===== src/rtl/pixel_stream_pkg.sv =====
// Shared definitions for the pixel stream path.
//   PIXEL_WIDTH      bits per pixel (RGB565)
//   DATA_WIDTH       bits per packed FIFO word
//   WORDS_PER_FRAME  packed words per frame (matches the frame FIFO depth)
//   PPW              pixels per packed word
//   packer_state_t   word packer frame-alignment state
package pixel_stream_pkg;

  localparam int PIXEL_WIDTH     = 16;
  localparam int DATA_WIDTH      = 256;
  localparam int WORDS_PER_FRAME = 144;
  localparam int PPW             = DATA_WIDTH / PIXEL_WIDTH;

  localparam int SLOT_W = $clog2(PPW);
  localparam int WCNT_W = $clog2(WORDS_PER_FRAME);

  typedef enum logic {
    WAIT_SOF,
    PACK
  } packer_state_t;

endpackage


===== src/rtl/pixel_word_packer.sv =====
// Packs a stream of PIXEL_WIDTH-bit pixels into DATA_WIDTH-bit words for the
// frame FIFO. Packing starts only at a start-of-frame pixel; the last word of
// each frame is flagged. A single output register absorbs FIFO backpressure.
// Ports:
//   clk_pixel         pixel clock, all logic on posedge
//   rst_in            asynchronous active-low reset
//   pixel_valid_in    pixel_data_in valid this cycle
//   pixel_sof_in      pixel is the first pixel of a frame
//   pixel_data_in     pixel value
//   pixel_ready_out   packer accepts the pixel this cycle
//   fifo_ready_in     FIFO accepts the output word this cycle
//   sender_valid_out  output word valid
//   sender_data_out   packed word, pixel 0 in the least significant bits
//   sender_last_out   final word of the frame
//   frame_err_out     one-cycle pulse: SOF arrived in the middle of a frame
module pixel_word_packer
  import pixel_stream_pkg::*;
(
  input  logic                   clk_pixel,
  input  logic                   rst_in,
  input  logic                   pixel_valid_in,
  input  logic                   pixel_sof_in,
  input  logic [PIXEL_WIDTH-1:0] pixel_data_in,
  output logic                   pixel_ready_out,
  input  logic                   fifo_ready_in,
  output logic                   sender_valid_out,
  output logic [DATA_WIDTH-1:0]  sender_data_out,
  output logic                   sender_last_out,
  output logic                   frame_err_out
);

  localparam logic [SLOT_W-1:0] LAST_SLOT = SLOT_W'(PPW - 1);
  localparam logic [WCNT_W-1:0] LAST_WORD = WCNT_W'(WORDS_PER_FRAME - 1);

  packer_state_t          state;
  logic [SLOT_W-1:0]      slot;
  logic [WCNT_W-1:0]      word_cnt;
  logic [DATA_WIDTH-1:0]  accumulator;

  logic                   pixel_accept;
  logic                   out_xfer;
  logic [DATA_WIDTH-1:0]  acc_with_pixel;
  logic [DATA_WIDTH-1:0]  sof_word;

  // Only the word-completing pixel has to wait for the output register; it
  // may proceed in the same cycle the FIFO takes the old word.
  assign pixel_ready_out = (state == WAIT_SOF) || (slot != LAST_SLOT) ||
                           !sender_valid_out   || fifo_ready_in;

  assign pixel_accept = pixel_valid_in && pixel_ready_out;
  assign out_xfer     = sender_valid_out && fifo_ready_in;

  // NOTE: every signal assigned in always_comb gets a full default first, so
  // no path leaves it unassigned and no latch is inferred.
  always_comb begin
    acc_with_pixel = accumulator;
    acc_with_pixel[int'(slot) * PIXEL_WIDTH +: PIXEL_WIDTH] = pixel_data_in;
    sof_word = '0;
    sof_word[PIXEL_WIDTH-1:0] = pixel_data_in;
  end

  // NOTE: sequential state uses non-blocking assignments only, so every
  // register samples the pre-edge values regardless of statement order.
  // NOTE: the wide accumulator and output word are reset too: the packer must
  // come out of reset with an all-zero word and no stale pixels.
  always_ff @(posedge clk_pixel or negedge rst_in) begin
    if (!rst_in) begin
      state            <= WAIT_SOF;
      slot             <= '0;
      word_cnt         <= '0;
      accumulator      <= '0;
      sender_valid_out <= 1'b0;
      sender_data_out  <= '0;
      sender_last_out  <= 1'b0;
      frame_err_out    <= 1'b0;
    end else begin
      frame_err_out <= 1'b0;

      // Word taken by the FIFO; a word loaded below in the same cycle
      // overrides this so there is no bubble.
      if (out_xfer) begin
        sender_valid_out <= 1'b0;
        sender_last_out  <= 1'b0;
      end

      if (pixel_accept) begin
        if (pixel_sof_in) begin
          // Start (or restart) a frame: the partial word and word count are
          // dropped, while any word already in the output register survives.
          accumulator   <= sof_word;
          slot          <= SLOT_W'(1);
          word_cnt      <= '0;
          state         <= PACK;
          frame_err_out <= (state == PACK);
        end else if (state == PACK) begin
          if (slot == LAST_SLOT) begin
            sender_data_out  <= acc_with_pixel;
            sender_valid_out <= 1'b1;
            sender_last_out  <= (word_cnt == LAST_WORD);
            slot             <= '0;
            accumulator      <= '0;
            if (word_cnt == LAST_WORD) begin
              word_cnt <= '0;
              state    <= WAIT_SOF;
            end else begin
              word_cnt <= word_cnt + 1'b1;
            end
          end else begin
            accumulator <= acc_with_pixel;
            slot        <= slot + 1'b1;
          end
        end
        // Non-SOF pixels in WAIT_SOF are accepted and dropped.
      end
    end
  end

endmodule


===== config.mk =====
export PLATFORM = sky130hd
export DESIGN_NAME = pixel_word_packer
export DESIGN_NICKNAME = d
export VERILOG_FILES = /design/src/rtl/pixel_stream_pkg.sv /design/src/rtl/pixel_word_packer.sv
export SDC_FILE = /design/constraint.sdc
export NUM_CORES = 1
export LEC_CHECK = 0
export BUFFER_PORTS_ARGS = -buffer_cell sky130_fd_sc_hd__buf_4
export CORE_ASPECT_RATIO = 1.4
export CORE_MARGIN = 2
export CORE_UTILIZATION = 30
export DETAILED_ROUTE_END_ITERATION = 8
export PLACE_DENSITY = 0.54
export SYNTH_ARGS = -nofsm -noshare
export SYNTH_HDL_FRONTEND = slang
export SYNTH_SLANG_ARGS = --single-unit
export TNS_END_PERCENT = 5

===== constraint.sdc =====
create_clock -name clk_pixel -period 2.6 [get_ports clk_pixel]
set_clock_uncertainty 0.15 [all_clocks]
set_input_delay 0.52 -clock clk_pixel [delete_from_list [all_inputs] [get_ports clk_pixel]]
set_output_delay 0.52 -clock clk_pixel [all_outputs]
set_load 0.03 [all_outputs]

==> results_dict.tcl <==
set metrics [dict create \
    run_status "finished, final reports clean" \
    p_int_mw 13.90 \
    critical_path_class "flip-flop to output pin" \
    tritoncts_num_sinks 528 \
    synth_top_family_by_area "compound AO/OA/AOI/OAI gates" \
    die_w_um 233.9 \
    grt_setup_unrepaired "yes" \
    gp_congestion 0.8385 \
    setup_viol 0 \
    pin_count 281 \
    cts-buffers-inserted 53 \
    ys_ff_latch 528 \
    ys_seq_area_share_pct 59.52 \
    synth.cell_area_um2 22200 \
    min_period_over_period_pct 98.68 \
    rows 118 \
    netSwitchingPower_mw 4.921 \
    cts.path.max_buffers 3 \
    fmax_mhz 389.8 \
    critical_path.max_fanout 6 \
    cp-startpoint "slot[1]" \
    worstSkewPairLatency_ps 630 \
    switching_share_pct 26.15 \
    p_comb_share_pct 11.1 \
    die_h_um 325.9 \
    fin_ws_ps 34.32 \
    cp.arrival_ps 1900 \
    endpoint_kind "output pin" \
    dpl-instance-area_um2 26420 \
    stdcell_count 3247 \
    first_iter_violations 1472 \
    dieArea_um2 76220 \
    drc 0 \
    hpwl_mm 54.88 \
    leakage_nw 13.44 \
    clockRootBuffer "clkbuf_16" \
    path_clk_slew_ps 70 \
    yosys.area.top_type "dfrtp_1" \
    ys_types 59 \
    finalInstanceArea_um2 28870 \
    synth_cells 1912 \
    mostFrequentLayoutCells "527 x dfrtp_1, 411 x buf_4, 174 x nand2_1" \
    synth_area_per_cell_um2 11.61 \
    crit_top_cell "buf_4" \
    grt_max_degree 81 \
    ys_warn_count 0 \
    cp_slowest_cell "dfrtp_1" \
    nets 2271 \
    htree_levels 2 \
    synth_top_area_share_pct 59.52 \
    synth_xor_area_share_pct 0.1127 \
    synth_compound_area_share_pct 21.73 \
    ant_nets 0 \
    required_ps 1930 \
    crit_path_cell_trace "buf_4 > ha_4 > buf_4 > and4_4 > nand2_2 > buf_8" \
    initial_core_util_pct 30.13 \
    worstSetupStartpointType "flip-flop" \
    worst_pin_slew_ps 739.6 \
    antenna_cells 0 \
    holdCritPathClass "primary input to flip-flop" \
    p_seq_share_pct 44.4 \
    area_delta_synth_final_pct 30.04 \
    min_period_ps 2566 \
    async_flop_share_pct 100.0 \
    fillers 7042 \
    wl_per_cell_um 24.60 \
    antenna_found_initial 0 \
    grt_pass1_wl_mm 118.2 \
    core_area_um2 73670 \
    synthAdderAreaFrac_pct 0.2254 \
    grt_usage_pct 20.41 \
    clockPowerShare_pct 44.5 \
    min_to "sender_last_out" \
    port_buffers 280 \
    synth_area_leaders "dfrtp_1 60%, a221o_1 5.5%, a32o_1 5.0%" \
    ff2ff_path_depth 10 \
    rr_startpoint "slot[1]" \
    ir_drop_uv 507.6 \
    first_pass_iters 6 \
    holdCritStartpoint "fifo_ready_in" \
    vias 17736 \
    max-cap-violations 0 \
    powerDensity_nw_per_um2 652.0 \
    grt_pass1_vias 17592 \
    synth_edf_count 0 \
    synthFlopType "dfrtp_1" \
    via_per_inst 5.462 \
    wl_mm 79.87 \
    min_delay_path_depth 4 \
    final_common_cell "dfrtp_1" \
    finalHoldViolations 0 \
    synth_simple_gate_area_share_pct 10.40 \
    placedCellCount 3128 \
    grt_overflow 0 \
    drive_above_1_share_pct 27.68 \
    dpl_worst_slack_ps -119.6 \
    syn-num-nets 1937 \
    utilization_pct 39.19 \
    synthMuxAreaShare_pct 4.199 \
    regToRegEndpoint "sender_data_out[101]" \
    slew_headroom_pct 50.57 \
    max_stage_delay_ps 380 \
    cts_tree "done" \
    report.power.total_mw 18.82 \
    finalMaxSlewViolations 0 \
    r2r_setup_slack_ps 50 \
]
-- flip-flops by register name (all words and copies together) (netlist names) --
signal            flops
state                 1
word_cnt              8
sender_valid_out      1
accumulator         256
sender_data_out     256
frame_err_out         1
slot                  4
sender_last_out       1
-- worst max-delay path: cells and delay by family, from the launching register on --
family / cells / cell delay (ps)
buf+inv: 3 / 420
flops: 1 / 380
simple gates: 2 / 330
fa+ha+maj: 1 / 130
-- area by class of cell --
cell class | count | area (um2) | area share [%]
repair buffers | 465 | 4073 | 14.11
clock buffers | 71 | 1514 | 5.244
flip-flops and latches | 528 | 13210 | 45.77
inverters | 5 | 18.77 | 0.06501
multi-input cells | 1193 | 8472 | 29.35
well taps | 960 | 1201 | 4.161
clock inverters | 25 | 376.6 | 1.305
-- Yosys cell counts, types with 3 or more instances --
cell / count
nor2_2: 9
and3_1: 35
dfrtp_1: 528
a21oi_1: 31
a32o_1: 112
mux2i_1: 92
o211ai_1: 3
a22o_1: 96
o21ai_2: 10
a31oi_1: 12
inv_1: 5
clkbuf_1: 118
buf_1: 6
nand3_1: 58
o2bb2ai_1: 48
nand2b_1: 11
nor2b_1: 4
buf_2: 52
nand4_1: 6
a21boi_0: 3
buf_6: 4
nor2_1: 161
buf_4: 7
or3_1: 6
ha_1: 4
nor3_1: 4
nor3_4: 7
o21ai_0: 143
a21o_1: 5
a221o_1: 121
nand2_1: 176
-- what timing repair did --
item	4_1_cts	5_1_grt
setup buffers	4	15
pin swaps	3	18
hold endpoints to repair	32	0
hold buffers	1	0
gates cloned	0	3
endpoints found under the setup margin	265	376
gates resized for setup	23	52
-- per-stage QoR --
step	hold slack, ps	setup TNS [ps]
4_1_cts	23.53	-1422
3_5_place_dp	316.8	-11830
5_1_grt	47.87	-240.8
3_3_place_gp	304.9	-6310
2_1_floorplan	74.41	-315.0
6_report	59.23	0
-- power groups by stage --
stage / registers [mW] / clock network (mW) / logic (mW)
after floorplan: 8.51 / 0 / 0.913
after global placement: 8.50 / 0 / 1.87
after detailed placement: 8.51 / 0 / 1.89
after CTS: 8.35 / 8.56 / 1.93
after global routing: 8.36 / 8.86 / 2.23
final: 8.36 / 8.38 / 2.09
-- cell families (layout without fill, tap and decap cells) --
group / Yosys count / count (layout)
AOI/OAI and AO/OA: 596 / 597
DFF: 528 / 528
and+or+nand+nor: 496 / 497
buffers and inverters: 193 / 566
muxes: 93 / 93
adders and majority gates: 4 / 4
xor gates and xnor gates: 2 / 2
-- worst max path at each step --
| stage | cells after the start | slack (ps) | end |
|---|---|---|---|
| floorplan | 11 | -20 | accumulator[102] |
| global placement | 7 | -150 | sender_data_out[18] |
| detailed placement | 8 | -120 | sender_data_out[91] |
| CTS | 6 | -110 | pixel_ready_out |
| global route | 10 | -20 | accumulator[87] |
| finish | 6 | 30 | pixel_ready_out |
-- routing by layer --
metal | up-vias | track usage, % | routed length [um]
met5 | - | 0 | 0
met4 | 0 | 6.164 | 2354
met3 | 112 | 2.836 | 4777
met2 | 657 | 34.32 | 39560
met1 | 9130 | 27.18 | 33180
li1 | 7837 | - | -
Note: power is estimated with default switching activity, not from simulation.
